$ cat config.mk
export PLATFORM = sky130hd
export DESIGN_NAME = seq_cmd_streamer_flat
export DESIGN_NICKNAME = d
export VERILOG_FILES = /design/src/rtl/seq_cmd_streamer_pkg.sv /design/src/rtl/seq_cmd_streamer_if.sv /design/src/rtl/seq_cmd_streamer_byte_shifter.sv /design/src/rtl/seq_cmd_streamer.sv /design/src/flat_wrapper.sv
export SDC_FILE = /design/constraint.sdc
export NUM_CORES = 1
export LEC_CHECK = 0
export ABC_AREA = 1
export CORE_MARGIN = 5
export CORE_UTILIZATION = 40
export CTS_CLUSTER_DIAMETER = 80
export CTS_CLUSTER_SIZE = 20
export DETAILED_ROUTE_END_ITERATION = 8
export DONT_BUFFER_PORTS = 1
export HOLD_SLACK_MARGIN = 0.02
export PLACE_DENSITY = 0.64
export REMOVE_ABC_BUFFERS = 1
export SYNTH_ARGS = -nofsm -noshare
export SYNTH_HDL_FRONTEND = slang
export SYNTH_HIERARCHICAL = 1
export SYNTH_SLANG_ARGS = --single-unit
$ cat constraint.sdc
create_clock -name iCLK -period 4 [get_ports iCLK]
set_clock_uncertainty 0.1 [all_clocks]
set_input_delay 1.2 -clock iCLK [delete_from_list [all_inputs] [get_ports iCLK]]
set_output_delay 1.2 -clock iCLK [all_outputs]
set_load 0.02 [all_outputs]
$ cat src/rtl/seq_cmd_streamer_pkg.sv
`default_nettype none
// +----------------------------------------------------------------------------+
// | seq_cmd_streamer_pkg                                                       |
// | Opcodes, time-word width and frame lengths shared with the generator.      |
// | Revision: 1.0                                                              |
// +----------------------------------------------------------------------------+
package seq_cmd_streamer_pkg;

   localparam int BIT_NUM_DEF = 48;

   typedef logic [7:0] byte_t;

   typedef enum logic [7:0] {
      M_IDLE       = 8'h00,
      M_CMD_ARM    = 8'h01,
      M_SET_PERIOD = 8'h02,
      M_LOAD_EVENT = 8'h03,
      M_ABORT      = 8'h0F
   } opcode_e;

   // Payload bytes following the opcode; zero for single-byte commands.
   function automatic int payloadLen(input byte_t op, input int timeBytes);
      case (op)
         M_SET_PERIOD: return timeBytes;
         M_LOAD_EVENT: return timeBytes + 2;
         default:      return 0;
      endcase
   endfunction

endpackage
`default_nettype wire

$ cat src/rtl/seq_cmd_streamer_if.sv
`default_nettype none
// +----------------------------------------------------------------------------+
// | seq_cmd_streamer_if                                                        |
// | Byte stream from the host FIFO into the command streamer.                  |
// | Revision: 1.0                                                              |
// +----------------------------------------------------------------------------+
interface seq_cmd_streamer_if;
   import seq_cmd_streamer_pkg::*;

   byte_t iRX_DATA;
   logic  iRX_VALID;
   logic  oRX_READY;

   modport master (output iRX_DATA, output iRX_VALID, input oRX_READY);
   modport slave  (input iRX_DATA, input iRX_VALID, output oRX_READY);

endinterface
`default_nettype wire

$ cat src/rtl/seq_cmd_streamer_byte_shifter.sv
`default_nettype none
// +----------------------------------------------------------------------------+
// | seq_byte_shifter                                                           |
// | Byte-to-word shift register with a remaining-byte counter.                 |
// | Revision: 1.0                                                              |
// +----------------------------------------------------------------------------+
module seq_byte_shifter #(
   parameter int WIDTH = 64,
   parameter int CNT_W = 4
) (
   input  wire logic             iCLK,
   input  wire logic             iNRST,
   input  logic                  i_load,
   input  logic [CNT_W-1:0]      i_len,
   input  logic                  i_shift,
   input  logic [7:0]            i_byte,
   output logic [WIDTH-1:0]      o_nextWord,
   output logic                  o_last
);

   logic [WIDTH-9:0] r_word;
   logic [CNT_W-1:0] r_cnt;

   // Word as it will look once the incoming byte lands, so a commit can use it directly.
   assign o_nextWord = {r_word, i_byte};
   assign o_last     = i_shift && (r_cnt == CNT_W'(1));

   always_ff @(posedge iCLK or negedge iNRST) begin
      if (!iNRST) begin
         r_word <= '0;
         r_cnt  <= '0;
      end else if (i_load) begin
         r_word <= '0;
         r_cnt  <= i_len;
      end else if (i_shift) begin
         r_word <= o_nextWord[WIDTH-9:0];
         if (r_cnt != '0) begin
            r_cnt <= r_cnt - CNT_W'(1);
         end
      end
   end

endmodule
`default_nettype wire

$ cat src/rtl/seq_cmd_streamer.sv
`default_nettype none
// +----------------------------------------------------------------------------+
// | seq_cmd_streamer                                                           |
// | Parses framed host commands and drives the generator mode/data/flag bus.   |
// | Revision: 1.0                                                              |
// +----------------------------------------------------------------------------+
module seq_cmd_streamer
   import seq_cmd_streamer_pkg::*;
#(
   parameter int BIT_NUM   = BIT_NUM_DEF,
   parameter int SETUP_CYC = 2,
   parameter int FLAG_HOLD = 4,
   parameter int MODE_HOLD = 4,
   parameter int TIMEOUT   = 1023
) (
   input  wire logic           iCLK,
   input  wire logic           iNRST,
   seq_cmd_streamer_if.slave   rx,
   input  logic                iARMED,
   output logic [7:0]          oCTRL_MODE,
   output logic                oFLAG_TIME_READY,
   output logic                oFLAG_CH_VAL_READY,
   output logic [7:0]          oDATA_CHANNEL,
   output logic [BIT_NUM-1:0]  oDATA_TIME,
   output logic                oDATA_CH_VAL,
   output logic                oBUSY,
   output logic                oERR,
   output logic [7:0]          oSTATUS
);

   localparam logic [3:0] c_ST_OPC     = 4'd0;
   localparam logic [3:0] c_ST_COLLECT = 4'd1;
   localparam logic [3:0] c_ST_SETUP   = 4'd2;
   localparam logic [3:0] c_ST_FLAG    = 4'd3;
   localparam logic [3:0] c_ST_HOLD    = 4'd4;

   localparam int c_TIME_BYTES = BIT_NUM / 8;
   localparam int c_WORD_W     = BIT_NUM + 16;
   localparam int c_LEN_W      = $clog2(c_TIME_BYTES + 3);
   localparam int c_MAX_HOLD   = (SETUP_CYC > FLAG_HOLD)
                               ? ((SETUP_CYC > MODE_HOLD) ? SETUP_CYC : MODE_HOLD)
                               : ((FLAG_HOLD > MODE_HOLD) ? FLAG_HOLD : MODE_HOLD);
   localparam int c_CNT_W      = $clog2(c_MAX_HOLD + 1);
   localparam int c_TO_W       = $clog2(TIMEOUT + 2);

   logic [3:0]          r_state;
   logic [7:0]          r_mode;
   logic [7:0]          r_opcode;
   logic [c_CNT_W-1:0]  r_cnt;
   logic [c_TO_W-1:0]   r_idle;
   logic                r_flagTime;
   logic                r_flagChVal;
   logic [7:0]          r_channel;
   logic [BIT_NUM-1:0]  r_time;
   logic                r_chVal;
   logic                r_err;
   logic                r_rxReady;

   logic                w_accept;
   logic                w_isPayload;
   logic                w_load;
   logic                w_shift;
   logic                w_last;
   logic [c_LEN_W-1:0]  w_len;
   logic [c_WORD_W-1:0] w_nextWord;

   assign w_accept    = rx.iRX_VALID && r_rxReady;
   assign w_isPayload = (rx.iRX_DATA == M_SET_PERIOD) || (rx.iRX_DATA == M_LOAD_EVENT);
   assign w_load      = w_accept && (r_state == c_ST_OPC) && w_isPayload;
   assign w_shift     = w_accept && (r_state == c_ST_COLLECT);
   assign w_len       = c_LEN_W'(payloadLen(rx.iRX_DATA, c_TIME_BYTES));

   seq_byte_shifter #(
      .WIDTH (c_WORD_W),
      .CNT_W (c_LEN_W)
   ) u_shifter (
      .iCLK       (iCLK),
      .iNRST      (iNRST),
      .i_load     (w_load),
      .i_len      (w_len),
      .i_shift    (w_shift),
      .i_byte     (rx.iRX_DATA),
      .o_nextWord (w_nextWord),
      .o_last     (w_last)
   );

   always_ff @(posedge iCLK or negedge iNRST) begin
      if (!iNRST) begin
         r_state     <= c_ST_OPC;
         r_mode      <= M_IDLE;
         r_opcode    <= M_IDLE;
         r_cnt       <= '0;
         r_idle      <= '0;
         r_flagTime  <= 1'b0;
         r_flagChVal <= 1'b0;
         r_channel   <= '0;
         r_time      <= '0;
         r_chVal     <= 1'b0;
         r_err       <= 1'b0;
         r_rxReady   <= 1'b0;
      end else begin
         r_err <= 1'b0;
         case (r_state)
            c_ST_OPC: begin
               r_rxReady <= 1'b1;
               if (w_accept) begin
                  case (rx.iRX_DATA)
                     M_IDLE: ;
                     M_SET_PERIOD, M_LOAD_EVENT: begin
                        r_opcode <= rx.iRX_DATA;
                        r_idle   <= '0;
                        r_state  <= c_ST_COLLECT;
                     end
                     M_CMD_ARM, M_ABORT: begin
                        r_mode    <= rx.iRX_DATA;
                        r_cnt     <= c_CNT_W'(MODE_HOLD - 1);
                        r_rxReady <= 1'b0;
                        r_state   <= c_ST_HOLD;
                     end
                     default: r_err <= 1'b1;
                  endcase
               end
            end
            c_ST_COLLECT: begin
               if (w_shift) begin
                  r_idle <= '0;
                  if (w_last) begin
                     // Commit: data and mode move together, flags are still low here.
                     if (r_opcode == M_LOAD_EVENT) begin
                        r_channel <= w_nextWord[c_WORD_W-1 -: 8];
                        r_time    <= w_nextWord[BIT_NUM+7:8];
                        r_chVal   <= w_nextWord[0];
                     end else begin
                        r_time    <= w_nextWord[BIT_NUM-1:0];
                     end
                     r_mode    <= r_opcode;
                     r_cnt     <= c_CNT_W'(SETUP_CYC - 1);
                     r_rxReady <= 1'b0;
                     r_state   <= c_ST_SETUP;
                  end
               end else if (TIMEOUT != 0) begin
                  if (r_idle == c_TO_W'(TIMEOUT - 1)) begin
                     r_err   <= 1'b1;
                     r_state <= c_ST_OPC;
                  end else begin
                     r_idle <= r_idle + c_TO_W'(1);
                  end
               end
            end
            c_ST_SETUP: begin
               if (r_cnt == '0) begin
                  r_flagTime  <= 1'b1;
                  r_flagChVal <= (r_opcode == M_LOAD_EVENT);
                  r_cnt       <= c_CNT_W'(FLAG_HOLD - 1);
                  r_state     <= c_ST_FLAG;
               end else begin
                  r_cnt <= r_cnt - c_CNT_W'(1);
               end
            end
            c_ST_FLAG: begin
               if (r_cnt == '0) begin
                  r_flagTime  <= 1'b0;
                  r_flagChVal <= 1'b0;
                  r_cnt       <= c_CNT_W'(MODE_HOLD - 1);
                  r_state     <= c_ST_HOLD;
               end else begin
                  r_cnt <= r_cnt - c_CNT_W'(1);
               end
            end
            c_ST_HOLD: begin
               if (r_cnt == '0) begin
                  r_mode    <= M_IDLE;
                  r_rxReady <= 1'b1;
                  r_state   <= c_ST_OPC;
               end else begin
                  r_cnt <= r_cnt - c_CNT_W'(1);
               end
            end
            default: begin
               r_mode      <= M_IDLE;
               r_flagTime  <= 1'b0;
               r_flagChVal <= 1'b0;
               r_rxReady   <= 1'b1;
               r_state     <= c_ST_OPC;
            end
         endcase
      end
   end

   assign rx.oRX_READY       = r_rxReady;
   assign oCTRL_MODE         = r_mode;
   assign oFLAG_TIME_READY   = r_flagTime;
   assign oFLAG_CH_VAL_READY = r_flagChVal;
   assign oDATA_CHANNEL      = r_channel;
   assign oDATA_TIME         = r_time;
   assign oDATA_CH_VAL       = r_chVal;
   assign oBUSY              = (r_state != c_ST_OPC);
   assign oERR               = r_err;
   assign oSTATUS            = {iARMED, 3'b000, r_state};

endmodule
`default_nettype wire
$ cat src/flat_wrapper.sv
// flat-port wrapper written by rule: the top's interface ports become plain ports
module seq_cmd_streamer_flat import seq_cmd_streamer_pkg::*;
#(
   parameter int BIT_NUM   = BIT_NUM_DEF,
   parameter int SETUP_CYC = 2,
   parameter int FLAG_HOLD = 4,
   parameter int MODE_HOLD = 4,
   parameter int TIMEOUT   = 1023
)
  (iCLK, iNRST, iARMED, oCTRL_MODE, oFLAG_TIME_READY, oFLAG_CH_VAL_READY, oDATA_CHANNEL, oDATA_TIME, oDATA_CH_VAL, oBUSY, oERR, oSTATUS, rx_iRX_DATA, rx_iRX_VALID, rx_oRX_READY);
  seq_cmd_streamer_if rx_i ();
  input  wire logic iCLK;
  input  wire logic iNRST;
  input  logic iARMED;
  output logic [7:0] oCTRL_MODE;
  output logic oFLAG_TIME_READY;
  output logic oFLAG_CH_VAL_READY;
  output logic [7:0] oDATA_CHANNEL;
  output logic [BIT_NUM-1:0] oDATA_TIME;
  output logic oDATA_CH_VAL;
  output logic oBUSY;
  output logic oERR;
  output logic [7:0] oSTATUS;
  input wire logic [$bits(rx_i.iRX_DATA)-1:0] rx_iRX_DATA;
  input wire logic [$bits(rx_i.iRX_VALID)-1:0] rx_iRX_VALID;
  output wire logic [$bits(rx_i.oRX_READY)-1:0] rx_oRX_READY;
  assign rx_i.iRX_DATA = rx_iRX_DATA;
  assign rx_i.iRX_VALID = rx_iRX_VALID;
  assign rx_oRX_READY = rx_i.oRX_READY;
  seq_cmd_streamer #(.BIT_NUM(BIT_NUM), .SETUP_CYC(SETUP_CYC), .FLAG_HOLD(FLAG_HOLD), .MODE_HOLD(MODE_HOLD), .TIMEOUT(TIMEOUT)) u_core (.iCLK(iCLK), .iNRST(iNRST), .rx(rx_i), .iARMED(iARMED), .oCTRL_MODE(oCTRL_MODE), .oFLAG_TIME_READY(oFLAG_TIME_READY), .oFLAG_CH_VAL_READY(oFLAG_CH_VAL_READY), .oDATA_CHANNEL(oDATA_CHANNEL), .oDATA_TIME(oDATA_TIME), .oDATA_CH_VAL(oDATA_CH_VAL), .oBUSY(oBUSY), .oERR(oERR), .oSTATUS(oSTATUS));
endmodule
==> flow_summary.yaml, run 1 <==
status:
  result_of_the_run: "completed"
layout:
  layout-area-overhead-vs-synth_pct: 8.23
  nFillCells: 1954
  post_layout_nonfiller_instances: 1235
  mostFrequentLayoutCell: "sky130_fd_sc_hd__nand2_1"
  stdcell_area_sq_um: 8370
  antenna_cells: 0
  final_net_count: 981
  most-common-layout-cells: "sky130_fd_sc_hd__nand2_1 (407), sky130_fd_sc_hd__dfrtp_1 (154), sky130_fd_sc_hd__nand3_1 (106), sky130_fd_sc_hd__inv_1 (75), sky130_fd_sc_hd__o21ai_1 (39)"
  post-route-util_pct: 44.3
  proportion_of_layout_cells_with_a_drive_suffix_above_1_pct: 9.44
worst_setup_path:
  category_of_the_worst_setup_path_capture_point: "primary output"
  critPathMaxFanout: 8
  critPathLaunchType: "flip-flop"
  slowest_stage: "sky130_fd_sc_hd__dfrtp_1"
  crit_type: "reg2out"
  crit_path_cell_trace: "nor2_2 > nand2_2"
  crit_path_max_incr_delay_ns: 0.56
  arrival_ns: 1.45
  required_ns: 2.70
floorplan:
  fp.dieArea_sq_um: 22200
  row_count: 50
  core_area_sq_um: 18900
  horiz_die_dim_um: 149
  ioPinCount: 90
  die_h_um: 149
  initial_core_utilization_pct: 40.9
sta:
  minimum_period_implied_by_the_final_worst_setup_slack_ns: 2.75
  layout_setup_ws_ns: 1.25
  timing_max_transition_violations_final: 0
  timing.fmax_ghz: 0.364
  fin_setup_tns_ns: 0
  worst_margin_slew_ns: 1.08
  timing.final.crit_share_pct: 68.6
  setup_violations: 0
  holdWs_ns: 0.365
  unrepaired_setup_endpoints_after_global_routing: "false"
  hold_viol_final: 0
  slew_headroom_pct: 28.0
power_and_ir_drop:
  vdd_drop_max_v: 0.000424
  static-leakage-power_nw: 4.37
  total_power_divided_by_cell_area_nw_per_um2: 702
  finalPower_mw: 5.87
global_routing:
  first_global_vias: 5710
  largest_net_degree_at_the_start_of_global_routing: 155
  grt_antenna_before_repair: 0
  globalRoute.totalOverflow: 0
  grt_first_pass_wirelength_um: 30300
  grt_util_overall_pct: 16.9
cts:
  cts-buffers-inserted: 17
  cts_tree: "built"
  postCtsResizedCells: 0
  post-cts-setup-buffers: 0
  library_cell_used_as_clock_root_buffer: "sky130_fd_sc_hd__clkbuf_16"
  cts_hold_buf: 0
  cts.htree.levels: 4
  insertion_delay_ns: 0.43
  cts.clk_slew.worst_paths_ns: 0.06
  tritoncts_num_sinks: 154
  clockBufferDepth: 2
synth:
  synth.cell_area_sq_um: 7730
  yosys.cell_types.count: 33
  syn_area_per_cell_sq_um: 7.84
  synth.ff_latch_count: 154
  seq_area_frac_synth_pct: 49.8
  synth_flop_cell: "sky130_fd_sc_hd__dfrtp_1"
  synth_warnings: 6
  postSynth.asyncResetShare_pct: 100
  post_synth_inst_count: 986
  synth_edf_count: 0
place:
  placement.cell_area_sq_um: 7800
  gp_routability_congestion: 0.860
  worst_setup_slack_post_dpl_ns: 0.831
  numPortBuffers: 0
  post-place-cells: 1203
  place_hpwl_um: 11800
run:
  max-cap-violations: 0
detailed_routing:
  drtIter0Drc: 509
  avg_vias_per_cell: 4.94
  route.detailed.wl_per_inst_um: 14.9
  via_count: 6102
  routed_wirelength_um: 18400
  drc: 0
  dr.pass1.iters: 5
  postRouteAntennaNets: 0
worst_hold_path:
  hp-class: "in2async"
## Yosys cell counts, types with 7 or more instances
library cell | instances | share of area (%)
sky130_fd_sc_hd__buf_2 | 14 | 0.91
sky130_fd_sc_hd__buf_4 | 25 | 2.4
sky130_fd_sc_hd__clkbuf_1 | 13 | 0.63
sky130_fd_sc_hd__dfrtp_1 | 154 | 50
sky130_fd_sc_hd__ha_1 | 7 | 1.1
sky130_fd_sc_hd__inv_1 | 75 | 3.6
sky130_fd_sc_hd__inv_2 | 8 | 0.39
sky130_fd_sc_hd__nand2_1 | 407 | 20
sky130_fd_sc_hd__nand2_2 | 7 | 0.57
sky130_fd_sc_hd__nand3_1 | 106 | 6.9
sky130_fd_sc_hd__nand4_1 | 12 | 0.97
sky130_fd_sc_hd__nor2_1 | 38 | 1.8
sky130_fd_sc_hd__o21ai_0 | 20 | 1.3
sky130_fd_sc_hd__o21ai_1 | 39 | 2.5
sky130_fd_sc_hd__o22ai_2 | 14 | 2.3
## report_power, final
part	internal [mW]	switching, mW	leakage, nW
Combinational	0.588	1.07	2.09
Clock	0.884	0.693	0.272
Sequential	2.04	0.600	2.02
Total	3.51	2.36	4.37
## cells by family after synthesis
| family | share of synthesized area (%) |
|---|---|
| simple gates | 31.9 |
| fa+ha+maj | 1.13 |
| compound gates | 7.83 |
| other cells | 0.0485 |
| buf+inv | 8.91 |
| flops | 49.8 |
| xor+xnor | 0.340 |
## flip-flops by register name, indices dropped and copies added (netlist names)
signal,count
u_core/r_opcode,8
u_core/u_shifter/r_word,56
u_core/r_cnt,3
u_core/oDATA_TIME,48
u_core/oDATA_CH_VAL,1
u_core/oFLAG_TIME_READY,1
u_core/r_idle,11
u_core/oERR,1
u_core/rx.oRX_READY,1
u_core/u_shifter/r_cnt,4
u_core/r_state,3
u_core/oCTRL_MODE,8
u_core/oDATA_CHANNEL,8
u_core/oFLAG_CH_VAL_READY,1
## critical path: cells and delay by family, from the launching register on
kind / cells / cell delay, ns
DFF: 1 / 0.56
and+or+nand+nor: 2 / 0.45
## per-layer routing
metal | GRT usage, % | up-vias | part of all wire [%] | wire (um)
met5 | 0 | - | 0 | 0
met4 | 3.62 | 0 | 0.77 | 142
met3 | 5.17 | 14 | 6.5 | 1200
met2 | 25.9 | 161 | 46 | 8420
li1 | - | 3068 | - | -
met1 | 23.6 | 2859 | 47 | 8610
## final timing paths
path                                             startpoint                     endpoint  slack, ns  cells past startpoint
worst max register to register            u_core/r_state[1]  u_core/u_shifter/r_word[54]       1.35                      8
min in group iCLK               u_core/u_shifter/r_word[51]  u_core/u_shifter/r_word[51]       0.37                      2
worst max-delay path                      u_core/r_state[1]                        oBUSY       1.25                      2
worst min-delay path                                  iNRST        u_core/oDATA_TIME[40]       0.37                      0
worst min register to register  u_core/u_shifter/r_word[51]  u_core/u_shifter/r_word[51]       0.37                      2
max in group asynchronous                             iNRST           u_core/r_opcode[6]       3.13                      0
## area by class of cell
class,count,area [sq um],share of cell area (%)
Clock buffer,18,439,5.25
Clock inverter,14,134,1.60
Tap cell,260,325,3.89
Inverter,83,312,3.72
Sequential cell,154,3850,46.0
Timing Repair Buffer,12,90.1,1.08
Multi-Input combinational cell,694,3220,38.4
Note: power is estimated with default switching activity, not from simulation.
==> run 2: changes to the inputs <==
==> constraint.sdc (replaced) <==
create_clock -name iCLK -period 2.7 [get_ports iCLK]
set_clock_uncertainty 0.1 [all_clocks]
set_input_delay 0.81 -clock iCLK [delete_from_list [all_inputs] [get_ports iCLK]]
set_output_delay 0.81 -clock iCLK [all_outputs]
set_load 0.02 [all_outputs]
==> run 2 against run 1 <==
Flip-flop and latch count unchanged; setup slack worse by 0.98 ns; via count up 1.3%; largest power group unchanged; first-iteration DRC count down 7.9%; the run now ends with hold timing left; sequential share of layout area down 0.66 points; die area unchanged; critical path depth up 7; cell count up 0.57%.
==> flow_summary.yaml, run 2 (same netlist as run 1, synthesis figures left out) <==
floorplan:
  ioPinCount: 90
  row_count: 50
  fp.dieArea_sq_um: 22200
  horiz_die_dim_um: 149
  die_h_um: 149
  initial_core_utilization_pct: 40.9
  core_area_sq_um: 18900
cts:
  tritoncts_num_sinks: 154
  cts.clk_slew.worst_paths_ns: 0.06
  library_cell_used_as_clock_root_buffer: "sky130_fd_sc_hd__clkbuf_16"
  clockBufferDepth: 2
  cts.htree.levels: 4
  cts-buffers-inserted: 17
  post-cts-setup-buffers: 0
  cts_tree: "built"
  postCtsResizedCells: 0
  insertion_delay_ns: 0.43
detailed_routing:
  route.detailed.wl_per_inst_um: 15.0
  route.met3.wl_um: 1220
  top_layer_used: "met4"
  via_count: 6184
  postRouteAntennaNets: 0
  routed_wirelength_um: 18700
  dr.pass1.iters: 5
  drc: 0
  avg_vias_per_cell: 4.98
  detail_route.wirelength.met1_um: 8720
  drtIter0Drc: 469
  detailroute.wirelength.met2_um: 8630
sta:
  hold_viol_final: 42
  timing_max_transition_violations_final: 0
  timing.final.crit_share_pct: 89.7
  setup_violations: 0
  timing.fmax_ghz: 0.413
  worst_margin_slew_ns: 0.863
  layout_setup_ws_ns: 0.277
  minimum_period_implied_by_the_final_worst_setup_slack_ns: 2.42
  holdWs_ns: -0.0226
  unrepaired_setup_endpoints_after_global_routing: "false"
  slew_headroom_pct: 42.4
worst_setup_path:
  worst-r2r-setup-slack_ns: 0.28
  critPathMaxFanout: 17
  crit_path_max_incr_delay_ns: 0.43
  required_ns: 2.88
  worstPathBufferInverterCount: 3
  crit_type: "reg2reg"
  slowest_stage: "sky130_fd_sc_hd__nand2_2"
  timing.critical_path.max_delay_family: "simple AND/OR/NAND/NOR gates"
  arrival_ns: 2.61
  critical-path-top-cell-by-count: "sky130_fd_sc_hd__nand2_2"
  crit_path_cell_trace: "buf_4 > nor2_2 > nand2_2 > nor2_1 > nand2_1 > inv_1 > inv_2 > nand2_2 > o21ai_0"
  category_of_the_worst_setup_path_capture_point: "flip-flop"
  critPathLaunchType: "flip-flop"
layout:
  nFillCells: 1880
  layout-area-overhead-vs-synth_pct: 9.80
  final_net_count: 988
  largest_register_ff_count: 56
  largest-register: "u_core/u_shifter/r_word"
  post-route-util_pct: 45.0
  most-common-layout-cells: "sky130_fd_sc_hd__nand2_1 (407), sky130_fd_sc_hd__dfrtp_1 (154), sky130_fd_sc_hd__nand3_1 (106), sky130_fd_sc_hd__inv_1 (75), sky130_fd_sc_hd__o21ai_1 (39)"
  post_layout_nonfiller_instances: 1242
  stdcell_area_sq_um: 8490
  proportion_of_layout_cells_with_a_drive_suffix_above_1_pct: 9.98
  mostFrequentLayoutCell: "sky130_fd_sc_hd__nand2_1"
  antenna_cells: 0
global_routing:
  grt_antenna_before_repair: 0
  first_global_vias: 6003
  grt_first_pass_wirelength_um: 31100
  largest_net_degree_at_the_start_of_global_routing: 155
  globalRoute.totalOverflow: 0
  grt_util_overall_pct: 17.3
power_and_ir_drop:
  static-leakage-power_nw: 4.43
  vdd_drop_max_v: 0.000589
  total_power_divided_by_cell_area_nw_per_um2: 1050
  finalPower_mw: 8.94
place:
  gp_routability_congestion: 0.873
  place_hpwl_um: 12000
  numPortBuffers: 0
  worst_setup_slack_post_dpl_ns: 0.0594
  post-place-cells: 1210
  placement.cell_area_sq_um: 7880
status:
  violations: "hold timing"
  result_of_the_run: "finished with violations"
worst_hold_path:
  hp-class: "in2async"
run:
  max-cap-violations: 0
==> run 2: layout make-up <==
type	instances	area, sq um	share of cell area, %
flip-flops and latches	154	3850	45.4
multi-input cells	694	3220	37.9
clock buffers	18	429	5.05
well taps	260	325	3.83
inverters	83	312	3.67
clock inverters	14	188	2.21
repair buffers	19	168	1.97
==> run 2: metrics by stage <==
stage	setup TNS (ns)	hold slack, ns
after detailed placement	0	0.360
after CTS	0	-0.0360
final	0	-0.0226
after global placement	0	0.356
after global routing	0	-0.0472
after floorplan	-94.49	0.343
==> run 2: where the power goes <==
part | internal, mW | switching [mW]
combinational | 0.926 | 1.62
clock | 1.48 | 1.03
sequential | 3.02 | 0.862
==> run 2: final timing paths <==
| path | start | to | depth (start not counted) |
|---|---|---|---|
| hold reg to reg | u_core/u_shifter/r_word[50] | u_core/u_shifter/r_word[50] | 2 |
| hold / removal | iNRST | u_core/oDATA_TIME[40] | 0 |
| setup / recovery | u_core/r_state[1] | u_core/u_shifter/r_word[54] | 9 |
| max in group asynchronous | iNRST | u_core/r_opcode[4] | 0 |
| setup reg to reg | u_core/r_state[1] | u_core/u_shifter/r_word[54] | 9 |
| min in group iCLK | u_core/u_shifter/r_word[50] | u_core/u_shifter/r_word[50] | 2 |
==> run 2: metal layers <==
layer,track usage [%],vias to the layer above
met5,0,-
met4,3.48,0
met3,5.41,12
met2,27.6,159
met1,23.4,2935
li1,-,3078
==> run 3: changes to the inputs <==
--- a/config.mk
+++ b/config.mk
@@ -14,7 +14,6 @@
 export DONT_BUFFER_PORTS = 1
 export HOLD_SLACK_MARGIN = 0.02
 export PLACE_DENSITY = 0.64
-export REMOVE_ABC_BUFFERS = 1
 export SYNTH_ARGS = -nofsm -noshare
 export SYNTH_HDL_FRONTEND = slang
 export SYNTH_HIERARCHICAL = 1
==> run 3 against run 2 <==
The flow still finishes with violations (hold timing); first-iteration DRC count is 36% higher; sequential power hardly changed; non-clock buffer count is 2 lower; largest cell class unchanged; largest power group unchanged; highest routed layer unchanged.
==> flow_summary.yaml, run 3 (same netlist as run 1, synthesis figures left out) <==
status:
  result_of_the_run: "finished with violations"
  violations: "hold timing"
worst_setup_path:
  timing.critical_path.to: "u_core/oDATA_CHANNEL[1]"
  crit_path_start: "u_core/r_state[0]"
  r2r_cells: 12
  crit_type: "reg2reg"
  crit_path_cell_trace: "nand2_2 > nor2_4 > nand2_4 > inv_1 > inv_1 > nor2_1 > inv_1 > nor2_4 > buf_4 > nand2_2 > nand2_1 > nand2_1"
  category_of_the_worst_setup_path_capture_point: "flip-flop"
  arrival_ns: 2.65
  crit_path_max_incr_delay_ns: 0.57
  ff_to_ff_end: "u_core/oDATA_CHANNEL[1]"
  worst-r2r-setup-slack_ns: 0.26
  critPathMaxFanout: 33
  required_ns: 2.90
  critical_path.reg2reg.startpoint: "u_core/r_state[0]"
  critPathLaunchType: "flip-flop"
  slowest_stage: "sky130_fd_sc_hd__dfrtp_1"
  critical-path-top-cell-by-count: "sky130_fd_sc_hd__inv_1"
cts:
  library_cell_used_as_clock_root_buffer: "sky130_fd_sc_hd__clkbuf_16"
  postCtsResizedCells: 0
  insertion_delay_ns: 0.43
  cts.clk_slew.worst_paths_ns: 0.07
  cts.htree.levels: 4
  tritoncts_num_sinks: 154
  post-cts-setup-buffers: 0
  clockBufferDepth: 2
  cts-buffers-inserted: 17
  cts_tree: "built"
worst_hold_path:
  hp-class: "in2async"
power_and_ir_drop:
  internal_power_mw: 5.46
  share_comb_of_total_power_pct: 28.6
  total_power_divided_by_cell_area_nw_per_um2: 1060
  finalPower_mw: 8.97
  static-leakage-power_nw: 4.43
  switching_share_pct: 39.1
  power.sequential.fraction_pct: 43.5
  vdd_drop_max_v: 0.000527
  power.net_switching_mw: 3.51
  clockPowerShare_pct: 27.9
floorplan:
  ioPinCount: 90
  row_count: 50
  die_h_um: 149
  horiz_die_dim_um: 149
  initial_core_utilization_pct: 40.9
  core_area_sq_um: 18900
  fp.dieArea_sq_um: 22200
run:
  max-cap-violations: 0
detailed_routing:
  postRouteAntennaNets: 0
  drtIter0Drc: 636
  route.detailed.wl_per_inst_um: 15.3
  drc: 0
  via_count: 6132
  avg_vias_per_cell: 4.95
  routed_wirelength_um: 18900
  dr.pass1.iters: 5
sta:
  minimum_period_implied_by_the_final_worst_setup_slack_ns: 2.44
  setup_violations: 0
  slew_headroom_pct: 42.6
  timing_max_transition_violations_final: 0
  fin_setup_tns_ns: 0
  holdWs_ns: -0.0220
  hold_viol_final: 36
  timing.fmax_ghz: 0.409
  worst_margin_slew_ns: 0.860
  unrepaired_setup_endpoints_after_global_routing: "false"
  timing.final.crit_share_pct: 90.5
place:
  gp_routability_congestion: 0.831
  numPortBuffers: 0
  place_hpwl_um: 12500
global_routing:
  largest_net_degree_at_the_start_of_global_routing: 155
  grt_util_overall_pct: 17.3
  first_global_vias: 5892
  globalRoute.totalOverflow: 0
  grt_first_pass_wirelength_um: 31000
  grt_antenna_before_repair: 0
layout:
  final_net_count: 986
  largest-register: "u_core/u_shifter/r_word"
  mostFrequentLayoutCell: "sky130_fd_sc_hd__nand2_1"
  antenna_cells: 0
  largest_register_ff_count: 56
  proportion_of_layout_cells_with_a_drive_suffix_above_1_pct: 10.0
  layout-area-overhead-vs-synth_pct: 9.67
  most-common-layout-cells: "sky130_fd_sc_hd__nand2_1 (406), sky130_fd_sc_hd__dfrtp_1 (154), sky130_fd_sc_hd__nand3_1 (106), sky130_fd_sc_hd__inv_1 (74), sky130_fd_sc_hd__o21ai_1 (39)"
  nFillCells: 1921
[run 3: worst max-delay path, delay by kind of cell, from the launching register on]
kind	cells	cell delay, ns
buffers and inverters	4	0.56
flip-flops	1	0.57
AND/OR/NAND/NOR	8	1.07
[run 3: per-layer routing]
layer / track usage [%] / wire, um
met3: 4.86 / 1240
met4: 5.58 / 276
met5: 0 / 0
met2: 25.9 / 8490
met1: 24.3 / 8930
[run 3: layout make-up]
class | instances | area, sq um | share of cell area (%)
inverter | 83 | 312 | 3.67
tap | 260 | 325 | 3.83
sequential | 154 | 3850 | 45.4
multi-input combinational | 694 | 3220 | 38.0
clock inverter | 12 | 163 | 1.92
timing repair buffer | 17 | 153 | 1.80
clock buffer | 20 | 457 | 5.38
[run 3: how the worst min path moves through the flow]
stage | to
global placement | u_core/u_shifter/r_word[49]
finish | u_core/r_cnt[2]
global route | u_core/r_cnt[1]
detailed placement | u_core/u_shifter/r_word[49]
floorplan | u_core/u_shifter/r_word[48]
CTS | u_core/r_cnt[2]
[run 3: per-stage QoR]
| stage | util [%] | instance area, sq um | setup slack (ns) | cells |
|---|---|---|---|---|
| global placement | 41.6 | 7860 | 0.199 | 1208 |
| floorplan | - | 7750 | 0.0570 | 990 |
| finish | 44.9 | 8480 | 0.255 | 1240 |
| global route | 44.9 | 8480 | 0.0277 | 1240 |
| detailed placement | 41.6 | 7860 | 0.169 | 1208 |
| CTS | 44.9 | 8480 | 0.264 | 1240 |
[run 3: power groups by stage]
| stage | Sequential (mW) | Clock, mW | Combinational (mW) |
|---|---|---|---|
| after floorplan | 3.77 | 0 | 2.07 |
| after global placement | 3.94 | 0 | 2.51 |
| after detailed placement | 3.94 | 0 | 2.54 |
| after CTS | 3.91 | 2.56 | 2.57 |
| after global routing | 4.00 | 2.67 | 2.92 |
| final | 3.90 | 2.50 | 2.57 |
